$ cat src/rtl/irq_pkg.sv
// Shared types and sizes for the interrupt pending front end.
package irq_pkg;
    localparam int NREQ   = 8;
    localparam int CODE_W = 3;

    typedef enum logic {
        IDLE  = 1'b0,
        GRANT = 1'b1
    } state_t;
endpackage

$ cat src/rtl/prio_enc8_v.sv
// 8-to-3 priority encoder: highest set bit wins, o = 0 when nothing is set.
module prio_enc8_v (
    input  logic [7:0] d,
    output logic [2:0] o,
    output logic       v
);
    always_comb begin
        o = '0;
        for (int i = 0; i < 8; i++) begin
            if (d[i]) o = 3'(i);
        end
    end

    assign v = |d;
endmodule

$ cat src/rtl/irq_pending_ctrl.sv
// Pending-request capture, mask and valid/ack grant of the highest eligible index.
//   state | meaning
//   IDLE  | valid=0, grant the highest eligible pending bit when one exists
//   GRANT | valid=1, code frozen until ack clears pending[code]
module irq_pending_ctrl
    import irq_pkg::*;
#(
    parameter bit EDGE = 1'b1
) (
    input  logic              clk,
    input  logic              rst,
    input  logic [NREQ-1:0]   req,
    input  logic [NREQ-1:0]   mask,
    input  logic              ack,
    output logic [CODE_W-1:0] code,
    output logic              valid,
    output logic [NREQ-1:0]   pending,
    output logic              overrun
);
    state_t              state;
    logic [NREQ-1:0]     req_q;
    logic [NREQ-1:0]     set;
    logic [NREQ-1:0]     clr;
    logic [NREQ-1:0]     eligible;
    logic [CODE_W-1:0]   grant_idx;
    logic                grant_v;

    assign set      = EDGE ? (req & ~req_q) : req;
    assign clr      = (state == GRANT && ack) ? (NREQ'(1) << code) : '0;
    assign eligible = pending & ~mask;

    prio_enc8_v u_enc (
        .d (eligible),
        .o (grant_idx),
        .v (grant_v)
    );

    always_ff @(posedge clk) begin
        if (rst) begin
            req_q   <= '0;
            pending <= '0;
            overrun <= 1'b0;
            code    <= '0;
            valid   <= 1'b0;
            state   <= IDLE;
        end else begin
            req_q   <= req;
            // set is OR'ed last so a same-edge set survives the ack clear
            pending <= (pending & ~clr) | set;
            overrun <= |(set & pending & ~clr);
            case (state)
                IDLE: begin
                    if (grant_v) begin
                        code  <= grant_idx;
                        valid <= 1'b1;
                        state <= GRANT;
                    end
                end
                GRANT: begin
                    if (ack) begin
                        valid <= 1'b0;
                        state <= IDLE;
                    end
                end
                default: begin
                    valid <= 1'b0;
                    state <= IDLE;
                end
            endcase
        end
    end
endmodule
$ cat config.mk
export PLATFORM = sky130hd
export DESIGN_NAME = irq_pending_ctrl
export DESIGN_NICKNAME = d
export VERILOG_FILES = /design/src/rtl/irq_pkg.sv /design/src/rtl/prio_enc8_v.sv /design/src/rtl/irq_pending_ctrl.sv
export SDC_FILE = /design/constraint.sdc
export NUM_CORES = 1
export LEC_CHECK = 0
export CORE_MARGIN = 5
export CORE_UTILIZATION = 43
export DETAILED_ROUTE_END_ITERATION = 12
export PLACE_DENSITY_LB_ADDON = 0.25
export SETUP_SLACK_MARGIN = 0.4
export SYNTH_ARGS = -nofsm -noshare
export SYNTH_HDL_FRONTEND = slang
export SYNTH_SLANG_ARGS = --single-unit
$ cat constraint.sdc
create_clock -name clk -period 1.9 [get_ports clk]
set_input_delay 0.38 -clock clk [delete_from_list [all_inputs] [get_ports clk]]
set_output_delay 0.38 -clock clk [all_outputs]
set_load 0.01 [all_outputs]
Word-level counts from Yosys, hierarchy flattened. Cells that the tools add are included.

Equality and inequality tests: 2. Shift operators: 1. Mux-type cells: 14. Bitwise logic cells: 10. Reduce and logical (&&, ||, !) cells: 5.

Operators by type and width (count): AND 8 bit (5); inverter 8 bit (3); OR reduction 8 bit (2); 2-to-1 mux 3 bit (4); 2-to-1 mux 8 bit (1); OR 8 bit (1); << shifter 1 x 3 -> 8 bit, first input constant (1); 2-to-1 mux 1 bit (5); 2-to-1 mux 2 bit (2); inequality test 2 bit, second input constant (2); case mux 1 bit (2 select lines) (2); AND reduction 2 bit (2); logical AND 1 bit (1); inverter 1 bit (1).

Flip-flop bits (word level): 22. Bits of input ports: 19. Output and inout bits: 13. Logic and storage cells: 38.

Depth between registers and ports, before layout.
Word-level depth: 9. Mapped depth: 5. Mapped depth without buffers: 5.

Cells and area by module. Synthesis repeated with hierarchy kept, for this count alone.

Cells, all modules: 108. Area total of the unflattened synthesis: 949.7 um^2.

Modules (own cells, without submodules): irq_pending_ctrl (times used 1, cells an instance 96, area an instance 883.3 um^2); prio_enc8_v (times used 1, cells an instance 12, area an instance 66.3 um^2).

Least setup slack after synthesis. Ideal clock, no wire load.

Kind: register -> register. Start point: register code[1]. End point: register overrun. Library setup time: 120 ps. Arrival: 1309 ps. Path slack: 471 ps. Stages on the path, launching flop included: 6. Path through: dfxtp_1 -> nand3_2 -> o31ai_2 -> o22a_1 -> o221ai_1 -> o31a_1.

Cells in the longest elaborated chain, start to end: 5.

RTL lines: start: declaration (RTL line irq_pending_ctrl.sv:15) `output logic [CODE_W-1:0] code,`; start signal: assignment (RTL line irq_pending_ctrl.sv:54) `code <= grant_idx;`; << shifter 1 x 3 -> 8 bit (RTL line irq_pending_ctrl.sv:29) `assign clr = (state == GRANT && ack) ? (NREQ'(1) << code) : '0;`; 2-to-1 mux 8 bit (RTL line irq_pending_ctrl.sv:29); inverter 8 bit (RTL line irq_pending_ctrl.sv:50) `overrun <= |(set & pending & ~clr);`; AND 8 bit (RTL line irq_pending_ctrl.sv:50); OR reduction 8 bit (RTL line irq_pending_ctrl.sv:50); end signal: assignment (RTL line irq_pending_ctrl.sv:50); end: declaration (RTL line irq_pending_ctrl.sv:18) `output logic overrun`.

No other way between the ends. A chain may end at the register's enable or synchronous reset.

Worst setup path after layout.
Start point: input port mask[0]. End point: register code[1].

Cells in the longest elaborated chain, start to end: 4.

RTL lines: start: declaration (RTL line irq_pending_ctrl.sv:13) `input logic [NREQ-1:0] mask,`; inverter 8 bit (RTL line irq_pending_ctrl.sv:30) `assign eligible = pending & ~mask;`; AND 8 bit (RTL line irq_pending_ctrl.sv:30); OR reduction 8 bit (RTL line prio_enc8_v.sv:14) `assign v = |d;`; AND reduction 2 bit (no source line).

No other way between the ends.

==> results.py <==
metrics = {
    "detailed_routing": {
        "num_vias": 871,
        "post-route-drc-count": 0,
        "via_per_inst": 5.410,
        "dr.pass1.iters": 4,
        "wl_per_cell_um": 15.51,
        "antenna_left": 0,
        "detail_route.iter0.violations": 22,
        "drt_wl_total_um": 2497,
    },
    "synthesis": {
        "ys.flop_type": "dfxtp_1",
        "synth_edf_count": 0,
        "syn_area_per_cell_um2": 9.825,
        "synth.distinct_cells": 27,
        "yosysWarnings": 0,
        "syn_inst": 95,
        "synthArstFlopShare_pct": 0,
        "synth_seq_cells": 22,
        "synth_area_leaders": "dfxtp_1 47%, nor2b_1 8.7%, nand2b_1 7.4%, a21oi_1 5.9%, o41ai_2 3.5%",
        "yosysTopAreaCell": "dfxtp_1",
        "synth_nets": 114,
        "syn_area_um2": 933.4,
        "synth_top_area_share_pct": 47.18,
        "yosysSeqAreaShare_pct": 47.18,
    },
    "final_layout": {
        "layout-drive-gt1-share_pct": 26.12,
        "multi_input_area_um2": 558.0,
        "final_cell_area_um2": 1441,
        "final_util_pct": 71.29,
        "fin_nets": 155,
        "area.sequential_um2": 459.2,
        "nFillCells": 154,
        "diodes": 0,
        "areaGrowthSynthToFinish_pct": 54.42,
    },
    "worst_setup_path": {
        "cpPeakStageDelay_ns": 0.41,
        "critPathKind": "in -> reg",
        "crit_slowest_cell": "clkdlybuf4s50_1",
        "crit_chain": "clkdlybuf4s50_1 -> nand2b_1 -> a41oi_4 -> nor2_1 -> a311oi_1",
        "cp.buffers_inverters": 1,
        "cp.required_ns": 2.10,
        "cp_max_fo": 6,
        "worstSetupStartpointType": "primary input",
        "critPathCaptureType": "flip-flop",
        "cp.arrival_ns": 1.69,
        "crit_family": "compound AO/OA/AOI/OAI gates",
    },
    "timing": {
        "hold_viol": 0,
        "finalSetupViolations": 0,
        "maxSlewViolCount": 0,
        "fin_crit_sh_pct": 78.33,
        "tightest_slew_ns": 0.4187,
        "fin_crit_ns": 1.488,
        "fin_worst_skew_ns": 0.001562,
        "fmax_ghz": 0.6719,
        "rsz0062_at_grt": "false",
        "slew_headroom_pct": 72.00,
    },
    "clock_network": {
        "cts_htree_levels": 1,
        "clock_path_buffers": 2,
        "insertion_delay_ns": 0.30,
        "numCtsBuffers": 3,
        "path_clk_slew_ns": 0.11,
        "cts_root_buf": "clkbuf_4",
        "cts_tree": "built",
        "cts.sinks": 22,
    },
    "floorplan": {
        "fp.coreArea_um2": 2022,
        "ios": 32,
        "die_y_um": 56.59,
        "dieArea_um2": 3202,
        "start_util_pct": 46.16,
        "fp.dieW_um": 56.59,
        "row_count": 16,
    },
    "global_route": {
        "antenna_found_initial": 0,
        "met1_usage_pct": 18.38,
        "gr-total-overflow": 0,
        "top_usage_layer": "met2",
        "grt_max_degree": 15,
        "first_global_vias": 834,
        "use_met3_pct": 3.211,
        "grt_util_met2_pct": 26.24,
        "grt_pass1_wl_um": 3836,
        "track_usage_pct": 15.40,
    },
    "place": {
        "place_area_um2": 1297,
        "gp_congestion": 0.7878,
        "dp_hpwl_um": 1683,
        "port_buffers": 31,
    },
    "run": {
        "max_cap_viol_count": 0,
    },
    "outcome": {
        "status": "complete, no violations",
    },
    "worst_hold_path": {
        "hold_class": "reg -> reg",
    },
    "power_and_ir_drop": {
        "power_density_nw_per_um2": 713.5,
        "ir_drop_mv": 0.5345,
        "leakage_nw": 0.5700,
    },
}
[per-layer routing]
| layer | wire [um] | part of all wire [%] | up-vias |
|---|---|---|---|
| met5 | 0 | 0 | - |
| met2 | 1296 | 52 | 25 |
| li1 | - | - | 424 |
| met3 | 120 | 4.8 | 2 |
| met4 | 20 | 0.80 | 0 |
| met1 | 1060 | 42 | 420 |
[final timing paths]
path                            slack, ns                    to                  start  cells past startpoint
worst min-delay path                 0.48    valid$_SDFFE_PP0P_     valid$_SDFFE_PP0P_                      1
worst max register to register       0.45      state$_SDFF_PP0_  pending[7]$_SDFF_PP0_                      6
worst min register to register       0.48    valid$_SDFFE_PP0P_     valid$_SDFFE_PP0P_                      1
worst max-delay path                 0.41  code[1]$_SDFFE_PP0P_                mask[0]                      5
[cell usage after synthesis, types with 2 or more instances]
| master | n |
|---|---|
| dfxtp_1 | 22 |
| nor2b_1 | 13 |
| a21oi_1 | 11 |
| nand2b_1 | 11 |
| nor2_1 | 6 |
| inv_1 | 3 |
| o31ai_1 | 3 |
| clkbuf_1 | 2 |
| nand2_1 | 2 |
| o21a_1 | 2 |
| o22a_1 | 2 |
| o22ai_1 | 2 |
| o41ai_2 | 2 |
[worst reg2reg max path, delay by kind of cell, from the launching register on]
| family | cells | cell delay (ns) |
|---|---|---|
| AND/OR/NAND/NOR | 3 | 0.56 |
| flip-flops | 1 | 0.34 |
| buffers and inverters | 2 | 0.27 |
| AO/OA/AOI/OAI | 1 | 0.19 |
[report_power, final]
| part | switching (mW) | internal, mW | total [mW] |
|---|---|---|---|
| logic | 0.120 | 0.143 | 0.263 |
| registers | 0.0573 | 0.507 | 0.564 |
| clock network | 0.127 | 0.0739 | 0.201 |
[placed cells by master (no fill, tap or decap), types with 3 or more instances in the layout]
cell | synthesis | final
dfxtp_4 | 0 | 4
clkdlybuf4s50_1 | 0 | 13
dlygate4sd2_1 | 0 | 17
dfxtp_2 | 0 | 3
nor2b_2 | 0 | 3
o31ai_2 | 1 | 3
a21oi_1 | 11 | 11
buf_4 | 0 | 6
nor2_1 | 6 | 4
clkbuf_4 | 0 | 3
dfxtp_1 | 22 | 15
nor2b_1 | 13 | 9
inv_1 | 3 | 3
nand2b_1 | 11 | 11
[state kept, by name (all words and copies together) (netlist names)]
name	cells
pending	8
req_q	8
code	3
overrun	1
state	1
valid	1
[per-stage QoR]
step           power, mW  TNS [ns]  setup slack, ns  hold WS (ns)  std cells
3_3_place_gp      0.7960         0         0.002311        0.4488        153
5_1_grt            1.086         0           0.3815        0.5211        161
6_report           1.028         0           0.4117        0.4803        161
3_5_place_dp      0.8032   -0.1032         -0.05563        0.4574        153
4_1_cts            1.002         0           0.3065        0.4755        160
2_1_floorplan     0.6690         0           0.4712        0.4870         95
[final cells by class]
class | count | share of cell area (%)
inverter | 3 | 0.7813
sequential | 22 | 31.86
clock buffer | 3 | 1.563
timing repair buffer | 38 | 24.74
multi-input combinational | 68 | 38.72
tap | 27 | 2.344
[kinds of logic after synthesis]
logic type	Yosys count	share of synthesized area (%)
buffers and inverters	5	2.011
AOI/OAI and AO/OA	31	25.33
DFF	22	47.18
and+or+nand+nor	37	25.47
[what timing repair did]
| item | CTS | global route |
|---|---|---|
| hold buffers | 0 | 0 |
| setup buffers | 4 | 1 |
| setup endpoints to repair | 18 | 3 |
| pin swaps | 4 | 4 |
| cloned | 0 | 0 |
| gates resized for setup | 33 | 12 |
(Power assumes the default switching activity.)
